<file path="src/rtl/sw_debounce_pkg.sv">
// sw_debounce_pkg
//   Shared build constants and types for the switch/button input conditioner.
//   SW_DEB_SIM_CYCLES is the short debounce window used by simulation builds
//   (override DEBOUNCE_CYCLES with it); the other values are board defaults.
package sw_debounce_pkg;

  localparam int unsigned SW_DEB_WIDTH       = 16;
  localparam int unsigned SW_DEB_SYNC_STAGES = 2;
  localparam int unsigned SW_DEB_CYCLES      = 500000;
  localparam int unsigned SW_DEB_SIM_CYCLES  = 4;

  // Per-bit event committed on a given edge.
  typedef enum logic [1:0] {
    EDGE_NONE = 2'd0,
    EDGE_RISE = 2'd1,
    EDGE_FALL = 2'd2
  } edge_e;

endpackage

</file>
<file path="src/rtl/sw_debounce_bit.sv">
// sw_debounce_bit
//   One input bit: SYNC_STAGES-flop synchroniser, stability counter, debounced
//   level flop and registered rise/fall pulses.
// Ports
//   clk      in   system clock, rising edge
//   rstn     in   asynchronous active-low reset
//   sw_raw   in   asynchronous pin
//   sw_o     out  debounced level
//   sw_rise  out  one-cycle pulse, same cycle sw_o goes 0->1
//   sw_fall  out  one-cycle pulse, same cycle sw_o goes 1->0
module sw_debounce_bit
  import sw_debounce_pkg::*;
#(
  parameter int unsigned SYNC_STAGES     = SW_DEB_SYNC_STAGES,
  parameter int unsigned DEBOUNCE_CYCLES = SW_DEB_CYCLES
) (
  input  logic clk,
  input  logic rstn,
  input  logic sw_raw,
  output logic sw_o,
  output logic sw_rise,
  output logic sw_fall
);

  localparam int unsigned     CNT_W    = $clog2(DEBOUNCE_CYCLES);
  localparam logic [CNT_W-1:0] CNT_LAST = CNT_W'(DEBOUNCE_CYCLES - 1);

  logic [SYNC_STAGES-1:0] sync_q;
  logic                   sync;
  logic [CNT_W-1:0]       cnt_q;
  logic [CNT_W-1:0]       cnt_d;
  logic                   stable_d;
  edge_e                  edge_d;

  assign sync = sync_q[SYNC_STAGES-1];

  // Any sample matching the current level restarts the count; the counter
  // commits on reaching CNT_LAST, so it never needs to wrap.
  always_comb begin
    cnt_d    = '0;
    stable_d = sw_o;
    edge_d   = EDGE_NONE;
    if (sync != sw_o) begin
      if (cnt_q == CNT_LAST) begin
        stable_d = sync;
        edge_d   = sync ? EDGE_RISE : EDGE_FALL;
      end else begin
        cnt_d = cnt_q + 1'b1;
      end
    end
  end

  always_ff @(posedge clk or negedge rstn) begin
    if (!rstn) begin
      sync_q  <= '0;
      cnt_q   <= '0;
      sw_o    <= 1'b0;
      sw_rise <= 1'b0;
      sw_fall <= 1'b0;
    end else begin
      sync_q  <= {sync_q[SYNC_STAGES-2:0], sw_raw};
      cnt_q   <= cnt_d;
      sw_o    <= stable_d;
      sw_rise <= (edge_d == EDGE_RISE);
      sw_fall <= (edge_d == EDGE_FALL);
    end
  end

endmodule

</file>
<file path="src/rtl/sw_debounce.sv">
// sw_debounce
//   Synchronises and debounces WIDTH raw switch/button pins. Produces stable
//   levels plus one-cycle rise/fall pulses per bit.
//   Build option: define SW_DEBOUNCE_IRQ_EN to enable the sticky chg_flag
//   (set by any pulse, cleared by chg_ack, set wins). Undefined: chg_flag = 0.
// Ports
//   clk       in   system clock, rising edge
//   rstn      in   asynchronous active-low reset
//   sw_raw    in   [WIDTH] asynchronous pins
//   sw_o      out  [WIDTH] debounced levels
//   sw_rise   out  [WIDTH] rise pulses
//   sw_fall   out  [WIDTH] fall pulses
//   chg_flag  out  sticky "any bit changed"
//   chg_ack   in   clears chg_flag
module sw_debounce
  import sw_debounce_pkg::*;
#(
  parameter int unsigned WIDTH           = SW_DEB_WIDTH,
  parameter int unsigned SYNC_STAGES     = SW_DEB_SYNC_STAGES,
  parameter int unsigned DEBOUNCE_CYCLES = SW_DEB_CYCLES
) (
  input  logic             clk,
  input  logic             rstn,
  input  logic [WIDTH-1:0] sw_raw,
  output logic [WIDTH-1:0] sw_o,
  output logic [WIDTH-1:0] sw_rise,
  output logic [WIDTH-1:0] sw_fall,
  output logic             chg_flag,
  input  logic             chg_ack
);

  for (genvar i = 0; i < WIDTH; i++) begin : g_bit
    sw_debounce_bit #(
      .SYNC_STAGES    (SYNC_STAGES),
      .DEBOUNCE_CYCLES(DEBOUNCE_CYCLES)
    ) u_bit (
      .clk    (clk),
      .rstn   (rstn),
      .sw_raw (sw_raw[i]),
      .sw_o   (sw_o[i]),
      .sw_rise(sw_rise[i]),
      .sw_fall(sw_fall[i])
    );
  end

`ifdef SW_DEBOUNCE_IRQ_EN
  logic any_pulse;
  assign any_pulse = |(sw_rise | sw_fall);

  // Set is checked first so an ack coinciding with a new event keeps the flag.
  always_ff @(posedge clk or negedge rstn) begin
    if (!rstn) begin
      chg_flag <= 1'b0;
    end else if (any_pulse) begin
      chg_flag <= 1'b1;
    end else if (chg_ack) begin
      chg_flag <= 1'b0;
    end
  end
`else
  logic unused_chg_ack;
  assign unused_chg_ack = chg_ack;
  assign chg_flag       = 1'b0;
`endif

endmodule

</file>
<file path="config.mk">
export PLATFORM = sky130hd
export DESIGN_NAME = sw_debounce
export DESIGN_NICKNAME = d
export VERILOG_FILES = /design/src/rtl/sw_debounce_pkg.sv /design/src/rtl/sw_debounce_bit.sv /design/src/rtl/sw_debounce.sv
export SDC_FILE = /design/constraint.sdc
export NUM_CORES = 1
export LEC_CHECK = 0
export ABC_AREA = 1
export BUFFER_PORTS_ARGS = -buffer_cell sky130_fd_sc_hd__buf_2
export CORE_AREA = 2 2 330 169
export DETAILED_ROUTE_END_ITERATION = 8
export DIE_AREA = 0 0 332 171
export GPL_ROUTABILITY_DRIVEN = 0
export PLACE_DENSITY = 0.64
export REMOVE_ABC_BUFFERS = 1
export SYNTH_ARGS = -nofsm -noshare
export SYNTH_HDL_FRONTEND = slang
export SYNTH_SLANG_ARGS = --single-unit
</file>
<file path="constraint.sdc">
create_clock -name clk -period 2.7 [get_ports clk]
set_clock_uncertainty 0.2 [all_clocks]
set_input_delay 0.135 -clock clk [delete_from_list [all_inputs] [get_ports clk]]
set_output_delay 0.135 -clock clk [all_outputs]
set_load 0.03 [all_outputs]
</file>
Word level (Yosys, flattened, before mapping). Cells that the tools add are included.

Bits in registers: 384.

Add/sub/neg operators: 16. Eq/ne operators: 64. Multiplexer cells: 80. Reductions and logical operators: 16.

Operators with widths (count): 19-bit two-way mux (32); 19-bit by 1-bit adder with 19-bit output (second input constant) (16); 19-bit == test (second input constant) (16); 2-bit two-way mux (48); 2-bit by 1-bit == test with 1-bit output (second input constant) (16); 2-bit == test (second input constant) (16); 2-bit AND reduction (16); 1-bit != test (16).

Logic depth before layout (Yosys ltp). Gate-level depths: netlist of the first run.

Word-level depth: 4. Mapped depth: 9. Gate-level depth less buffers: 9.

Modules after synthesis. Synthesis of the first run repeated with hierarchy kept, for this count alone.

Cells, all modules: 2434. Area total of the unflattened synthesis: 20150.6 sq um.

Modules (own cells, without submodules): sw_debounce_bit (instances 16, cells each 152, area an instance 1258.7 sq um); sw_debounce (instances 1, cells each 2, area an instance 11.3 sq um).

Worst setup path after synthesis of the first run. No wires, ideal clock.

Kind: register -> register. From: register g_bit[6].u_bit.cnt_q[0]. To: register g_bit[6].u_bit.cnt_q[18]. Data arrival time: 1.180 ns. Data required time: 2.381 ns. Slack: 1.201 ns. Stages on the path, launching flop included: 9. Period minus slack after synthesis: 1.499 ns. Cell sequence: dfrtp_1 -> ha_1 -> nand2_1 -> nor2_1 -> nand2_1 -> nor2_1 -> nand3_1 -> nand3_1 -> nor2_1.

Longest elaborated chain between the ends: 3.

Ends and longest elaborated chain: start, declared (RTL line sw_debounce_bit.sv:30) `logic [CNT_W-1:0] cnt_q;`; start signal, assigned (RTL line sw_debounce_bit.sv:62) `cnt_q <= cnt_d;`; 19-bit by 1-bit adder with 19-bit output or 19-bit == test (tied branches) (RTL line sw_debounce_bit.sv:48, sw_debounce_bit.sv:44); 19-bit two-way mux * (RTL line sw_debounce_bit.sv:44) `if (cnt_q == CNT_LAST) begin`; 19-bit two-way mux * (RTL line sw_debounce_bit.sv:43) `if (sync != sw_o) begin`; named net g_bit[6].u_bit.cnt_d[18] (RTL line sw_debounce_bit.sv:31) `logic [CNT_W-1:0] cnt_d;`.

Mark *: on every way through the listed nets, which the timed path passes. The rest lies on a longest branch. A chain may end at the register's enable or synchronous reset.

Worst setup path after layout of the first run. Ends and elaborated chain as after synthesis.

==> impl_results.md, run 1 <==
* Min Hold Slack at 42.06 ps
* Routed wire length at 46,070 um
* Gr ovfl total at 0
* Syn_area_per_cell at 7.343 um^2
* Critical path capture point type: flop
* Met1 GRT Util at 29.25%
* VDD IR-drop max at 0.5305 mV
* Drt wl/cell at 12.52 um
* # rows at 61
* Critical Path RT at 2920 ps
* Fmax at 511.3 MHz
* CP max stage cell: dfrtp_1
* Hold Path Class: primary input to flop
* Status: completed
* Total chip power at 12.28 mW
* Setup bufs post-CTS at 0
* Top delay family on crit path: simple AND/OR/NAND/NOR gates
* Cells after synthesis at 2,827
* Detailed-route via count at 17,050
* Max cap viols at 0
* Most common cell after layout, fill and taps aside: nor2_1
* Final Slew Violations at 0
* Worst-Skew Late Latency at 560 ps
* CTS Hold Bufs at 31
* Hold Vio Cnt, Final at 0
* Core area at 54,340 um^2
* Post-synthesis sequential area ratio at 46.29%
* Clk slew on worst S/H paths at 60 ps
* GRT Total Usage at 16.50%
* Nets at 2,960
* Largest net degree at the start of global routing at 62
* Antenna-violating nets left at 0
* Initial Utilization at 38.20%
* Met2 usage at 19.16%
* Fraction of layout cells with a size suffix above 1 at 8.153%
* CP bufs+invs at 0
* DP HPWL at 33,540 um
* Clock root buffer master: clkbuf_16
* Crit-path cells: ha_1 > nand2_1 > nor2_1 > nand2_1 > nor2_1 > nand3_1 > nand3_1 > nor2_1
* CTS tree: built
* Area grow syn2layout at 13.36%
* CP max FO at 5
* DR vias/cell at 4.633
* Lkg Pwr at 10.26 nW
* Buffers on Ports at 65
* Synth Register Bits at 384
* Final worst path period share at 72.44%
* Htree depth at 2
* TritonCTS Buffers at 40
* Cell Area, Synth at 20,760 um^2
* Yosys cell types at 28
* Final core utilization at 43.30%
* Initial antenna violation count at 0
* Yosys warnings at 0
* DIE AREA at 56,770 um^2
* DIE WIDTH at 332 um
* Critical path's most frequent cell: nor2_1
* I/O pins at 68
* First-pass GRT wire length at 77,940 um
* Pwr dens at 521.6 nW/um^2
* DRC at 0
* Most frequent cells in the layout: 841 x nor2_1, 528 x nand2_1, 384 x dfrtp_1
* Final Critical Period at 1956 ps
* First drt pass iteration count at 5
* Initial detailed-routing violation count at 1,612
* CP peak stage delay at 370 ps
* Met3 Use GR at 3.185%
* RSZ-0062 raised after global routing: no
* Clk sinks at 384
* Crit Path Class: flop to flop
* Die height at 171 um
* Ant. Diodes at 0
* Clock buffer depth at 3
* Top Usage Layer GRT: met1
* CP Launch Type: flop
* Vias in the first global route at 14,910
* # setup viols final at 0
* PostCTS Resize Cnt at 0
* Final setup TNS at 0 ps
* Arr. time, crit path at 2180 ps
cells by family (layout without fill, tap and decap cells):
kind of cell / Yosys count / count (layout) / synth area share (%)
AOI/OAI and AO/OA: 117 / 117 / 2.911
xor gates and xnor gates: 127 / 127 / 5.358
adders and majority gates: 16 / 16 / 0.9644
buffers and inverters: 386 / 515 / 7.950
DFF: 384 / 384 / 46.29
other: 1 / 1 / 0.01806
and+or+nand+nor: 1796 / 1796 / 36.51
report_power, final:
| part | switching [mW] | internal [mW] |
|---|---|---|
| clock | 2.44 | 3.51 |
| sequential | 0.0581 | 5.83 |
| combinational | 0.291 | 0.146 |
| total | 2.79 | 9.49 |
sequential cells by signal, indices dropped and copies added, names as in the netlist:
signal / cells
g_bit.u_bit.sync_q: 32
g_bit.u_bit.sw_o: 16
g_bit.u_bit.sw_rise: 16
g_bit.u_bit.cnt_q: 304
g_bit.u_bit.sw_fall: 16
through the flow:
step                worst slack (ps)  area, um^2  instances
finish                         744.0       23530       3680
global route                   638.7       23530       3680
CTS                            790.2       23530       3680
detailed placement             800.7       21810       3576
global placement               884.9       21810       3576
floorplan                      959.6       20320       2765
worst paths after layout:
path	start	endpoint	slack (ps)	cells past startpoint
max	g_bit[6].u_bit.cnt_q[0]	g_bit[6].u_bit.cnt_q[18]	740	8
min	sw_raw[1]	g_bit[1].u_bit.sync_q[0]	40	2
max reg2reg	g_bit[6].u_bit.cnt_q[0]	g_bit[6].u_bit.cnt_q[18]	740	8
min reg2reg	g_bit[15].u_bit.sync_q[0]	g_bit[15].u_bit.sync_q[1]	140	0
max in group asynchronous	rstn	g_bit[15].u_bit.sw_rise	1810	3
min in group asynchronous	rstn	g_bit[12].u_bit.cnt_q[1]	110	3
per-layer routing:
metal	part of all wire, %	wire, um
met1	59	27000
met2	33	15170
met3	7.2	3300
met4	1.3	602
met5	0	0
cell usage after synthesis:
library cell	instances	area, um^2
xor2_1	78	683.2
o21ai_0	39	195.2
nand3_2	15	150.1
nor2_2	49	306.5
xnor2_1	49	429.2
nor2_4	5	56.30
buf_4	50	375.4
nand2_2	14	87.58
nor3b_1	22	165.2
a21oi_1	67	335.3
o21bai_1	4	30.03
ha_1	16	200.2
and2_0	1	6.260
o22ai_1	7	43.79
inv_2	2	7.510
nor3_1	49	245.2
nand3b_1	5	37.54
nand4_1	23	143.9
clkbuf_1	1	3.750
conb_1	1	3.750
buf_2	11	55.05
nor2_1	841	3157
inv_1	322	1209
nand3_1	228	1141
nand2_1	528	1982
dfrtp_1	384	9609
and3_1	5	31.28
and2_1	11	68.82
final cells by class:
class,count,area [um^2]
clock inverter,25,337.8
multi-input combinational,2057,9499
clock buffer,48,1061
sequential,384,9609
fill,5486,30810
inverter,324,1216
timing repair buffer,118,903.4
tap,724,905.9
Note: power is estimated with default switching activity, not from simulation.
==> run 2, diff against run 1 <==
- ABC_AREA: 1 -> 0
- CORE_AREA: 2 2 330 169 -> 2 2 308 158
- DIE_AREA: 0 0 332 171 -> 0 0 310 160
- PLACE_DENSITY: 0.64 -> 0.66
- clock period: 2.7 -> 1.7 ns (I/O delays scaled with it)
==> impl_results.md, run 2 <==
* Status: finished with violations
* Failing checks: negative hold slack, negative setup slack
* Worst slack, placed at -676.5 ps
* Syn_area_per_cell at 10.25 um^2
* Vias in the first global route at 16,140
* # setup viols final at 329
* First-pass GRT wire length at 81,230 um
* CTS tree: built
* Clock buffer depth at 3
* Hold Path Class: primary input to asynchronous set/reset pin
* R2R setup slack at -610 ps
* Htree depth at 2
* Ys flop type: dfrtp_1
* CP bufs+invs at 0
* Synth Register Bits at 384
* GRT Total Usage at 19.74%
* Top flop regs: g_bit.u_bit.cnt_q (304), g_bit.u_bit.sync_q (32)
* Top delay family on crit path: simple AND/OR/NAND/NOR gates
* Gr ovfl total at 0
* Worst-Skew Late Latency at 540 ps
* Initial Utilization at 38.10%
* DIE WIDTH at 310 um
* DR vias/cell at 5.167
* Drt wl/cell at 16.48 um
* Top post-synthesis cells by area: dfrtp_1 53%, xnor2_1 5.1%, xor2_1 4.8%, nor2_1 4.4%, nand4_1 2.8%
* Max cap viols at 0
* Crit Path Class: flop to flop
* Fraction of layout cells with a size suffix above 1 at 51.98%
* Core area at 47,360 um^2
* Ys async rst share at 100.0%
* Top cell type by total area after synthesis: dfrtp_1
* Clk sinks at 384
* Final Slew Violations at 0
* # rows at 57
* Yosys warnings at 0
* Critical Path RT at 1910 ps
* Largest family of logic cells by synthesized area: simple AND/OR/NAND/NOR gates
* Arr. time, crit path at 2520 ps
* Die height at 160 um
* Final core utilization at 60.27%
* First drt pass iteration count at 6
* Crit-path cells: or4_4 > or4_4 > or2_4 > mux2_4
* Buffers on Ports at 65
* RSZ-0062 raised after global routing: yes
* Clock root buffer master: clkbuf_16
* Post-synthesis sequential area ratio at 53.26%
* DIE AREA at 49,600 um^2
* Relative slew slack at 53.50%
* Non-Filler Instances at 3,144
* Clk slew on worst S/H paths at 60 ps
* Xor/xnor share of the synthesized area at 9.902%
* Area share of the largest cell type after synthesis at 53.26%
* Final Critical Period at 2310 ps
* Reg2reg end: g_bit[8].u_bit.sw_o
* Critical path capture point type: flop
* Synth Area in Compound Gates at 5.866%
* Cell Area, Synth at 18,040 um^2
* Post-Synth Simple-Gate Area at 25.28%
* CP Launch Type: flop
* Routed wire length at 51,820 um
* Hold Vio Cnt, Final at 49
* Critical path's most frequent cell: or4_4
* Area grow syn2layout at 58.17%
* Commonest cells in the netlist: 384 x dfrtp_1, 210 x nor2_1, 108 x nand2_1
* DRC at 0
* Largest net degree at the start of global routing at 86
* Cells after synthesis at 1,760
* Antenna-violating nets left at 0
* Yosys cell types at 48
* Initial detailed-routing violation count at 981
* Largest Register: g_bit.u_bit.cnt_q
* VDD IR-drop max at 0.6335 mV
* Detailed-route via count at 16,240
* Ant. Diodes at 0
* Worst-Margin Slew at 695.2 ps
* Most common cell after layout, fill and taps aside: buf_4
* CP max FO at 3
* Final setup margin at -610.4 ps
* R2R cell count at 4
* EDFF count, synth at 0
* Inst Count DP at 2,869
* Fmax at 432.8 MHz
* Min Hold Slack at -15.74 ps
* Top-count cell post-synth: dfrtp_1
* TritonCTS Buffers at 39
* DP HPWL at 30,710 um
* Nets at 2,500
* WP depth at 4
* Adder-cell share of the synthesized area at 1.109%
* Critical R2R Launch: g_bit[8].u_bit.cnt_q[12]
* Most frequent cells in the layout: 530 x buf_4, 376 x dfrtp_1, 110 x buf_6
* Multiplexer share of the synthesized area at 1.019%
* Lkg Pwr at 12.27 nW
* I/O pins at 68
* CP max stage cell: or4_4
* Final worst path period share at 135.9%
* Pwr dens at 691.6 nW/um^2
* CP peak stage delay at 530 ps
* Max reg flops at 304
* Initial antenna violation count at 0
[run 2: cell count changes in the layout (fill, tap and decap cells not counted), moves of 56 or more]
| cell | previous run | this run |
|---|---|---|
| nand4_1 | 23 | 80 |
| buf_4 | 16 | 530 |
| nand3_1 | 228 | 77 |
| nor2_1 | 841 | 71 |
| a21oi_2 | 0 | 56 |
| buf_6 | 0 | 110 |
| inv_1 | 322 | 31 |
| nand2_1 | 528 | 90 |
[run 2: final cells by class]
cell class,count,area (um^2)
fill,3675,18820
sequential,384,9619
timing repair buffer,752,6148
tap,649,812.0
multi-input combinational,1257,10490
inverter,31,116.4
clock inverter,12,142.6
clock buffer,59,1214
[run 2: cells by family after synthesis]
kind of cell	after synthesis
fa+ha+maj	16
xor+xnor	204
compound gates	183
flops	384
mux	16
simple gates	837
other cells	1
buf+inv	119
[run 2: worst max path at each step]
stage / start / to / slack [ps]
floorplan: g_bit[13].u_bit.cnt_q[0] / g_bit[13].u_bit.cnt_q[10] / -710
global placement: g_bit[8].u_bit.cnt_q[14] / g_bit[8].u_bit.sw_o / -580
detailed placement: g_bit[8].u_bit.cnt_q[14] / g_bit[8].u_bit.sw_fall / -680
CTS: g_bit[8].u_bit.cnt_q[11] / g_bit[8].u_bit.sw_o / -600
global route: g_bit[8].u_bit.cnt_q[12] / g_bit[8].u_bit.sw_o / -640
finish: g_bit[8].u_bit.cnt_q[12] / g_bit[8].u_bit.sw_o / -610
[run 2: what timing repair did]
action                                  in CTS  in global routing
pin swaps                                  318                161
cloned                                      12                  0
endpoints found under the hold margin      400                  0
resized for setup                          449                315
buffers inserted                           102                 76
endpoints found under the setup margin     333                465
hold buffers                                34                  0
[run 2: metrics by stage]
stage	cell area, um^2	total power [mW]	TNS, ps
6_report	28540	19.74	-63740
5_1_grt	28540	20.48	-87550
4_1_cts	26750	19.84	-55820
3_5_place_dp	22390	10.38	-71460
3_3_place_gp	22390	10.35	-57190
2_1_floorplan	17520	9.774	-122220
[run 2: where the power goes]
group | total, mW | leakage [nW] | switching (mW) | internal, mW
sequential | 9.37 | 5.24 | 0.104 | 9.27
combinational | 1.27 | 6.36 | 0.666 | 0.603
clock | 9.09 | 0.665 | 3.70 | 5.39
total | 19.7 | 12.3 | 4.48 | 15.3
[run 2: metal layers]
metal,global-route usage [%],vias up,share of wire [%]
li1,-,7649,-
met1,29.30,8148,46
met5,0,-,0
met3,3.318,72,4.6
met2,30.63,375,47
met4,3.448,0,1.6
[run 2: worst register-to-register path, stage by stage (launching register included)]
cell	delay, ps
dfrtp_1	370
or4_4	530
or4_4	530
or2_4	280
mux2_4	290
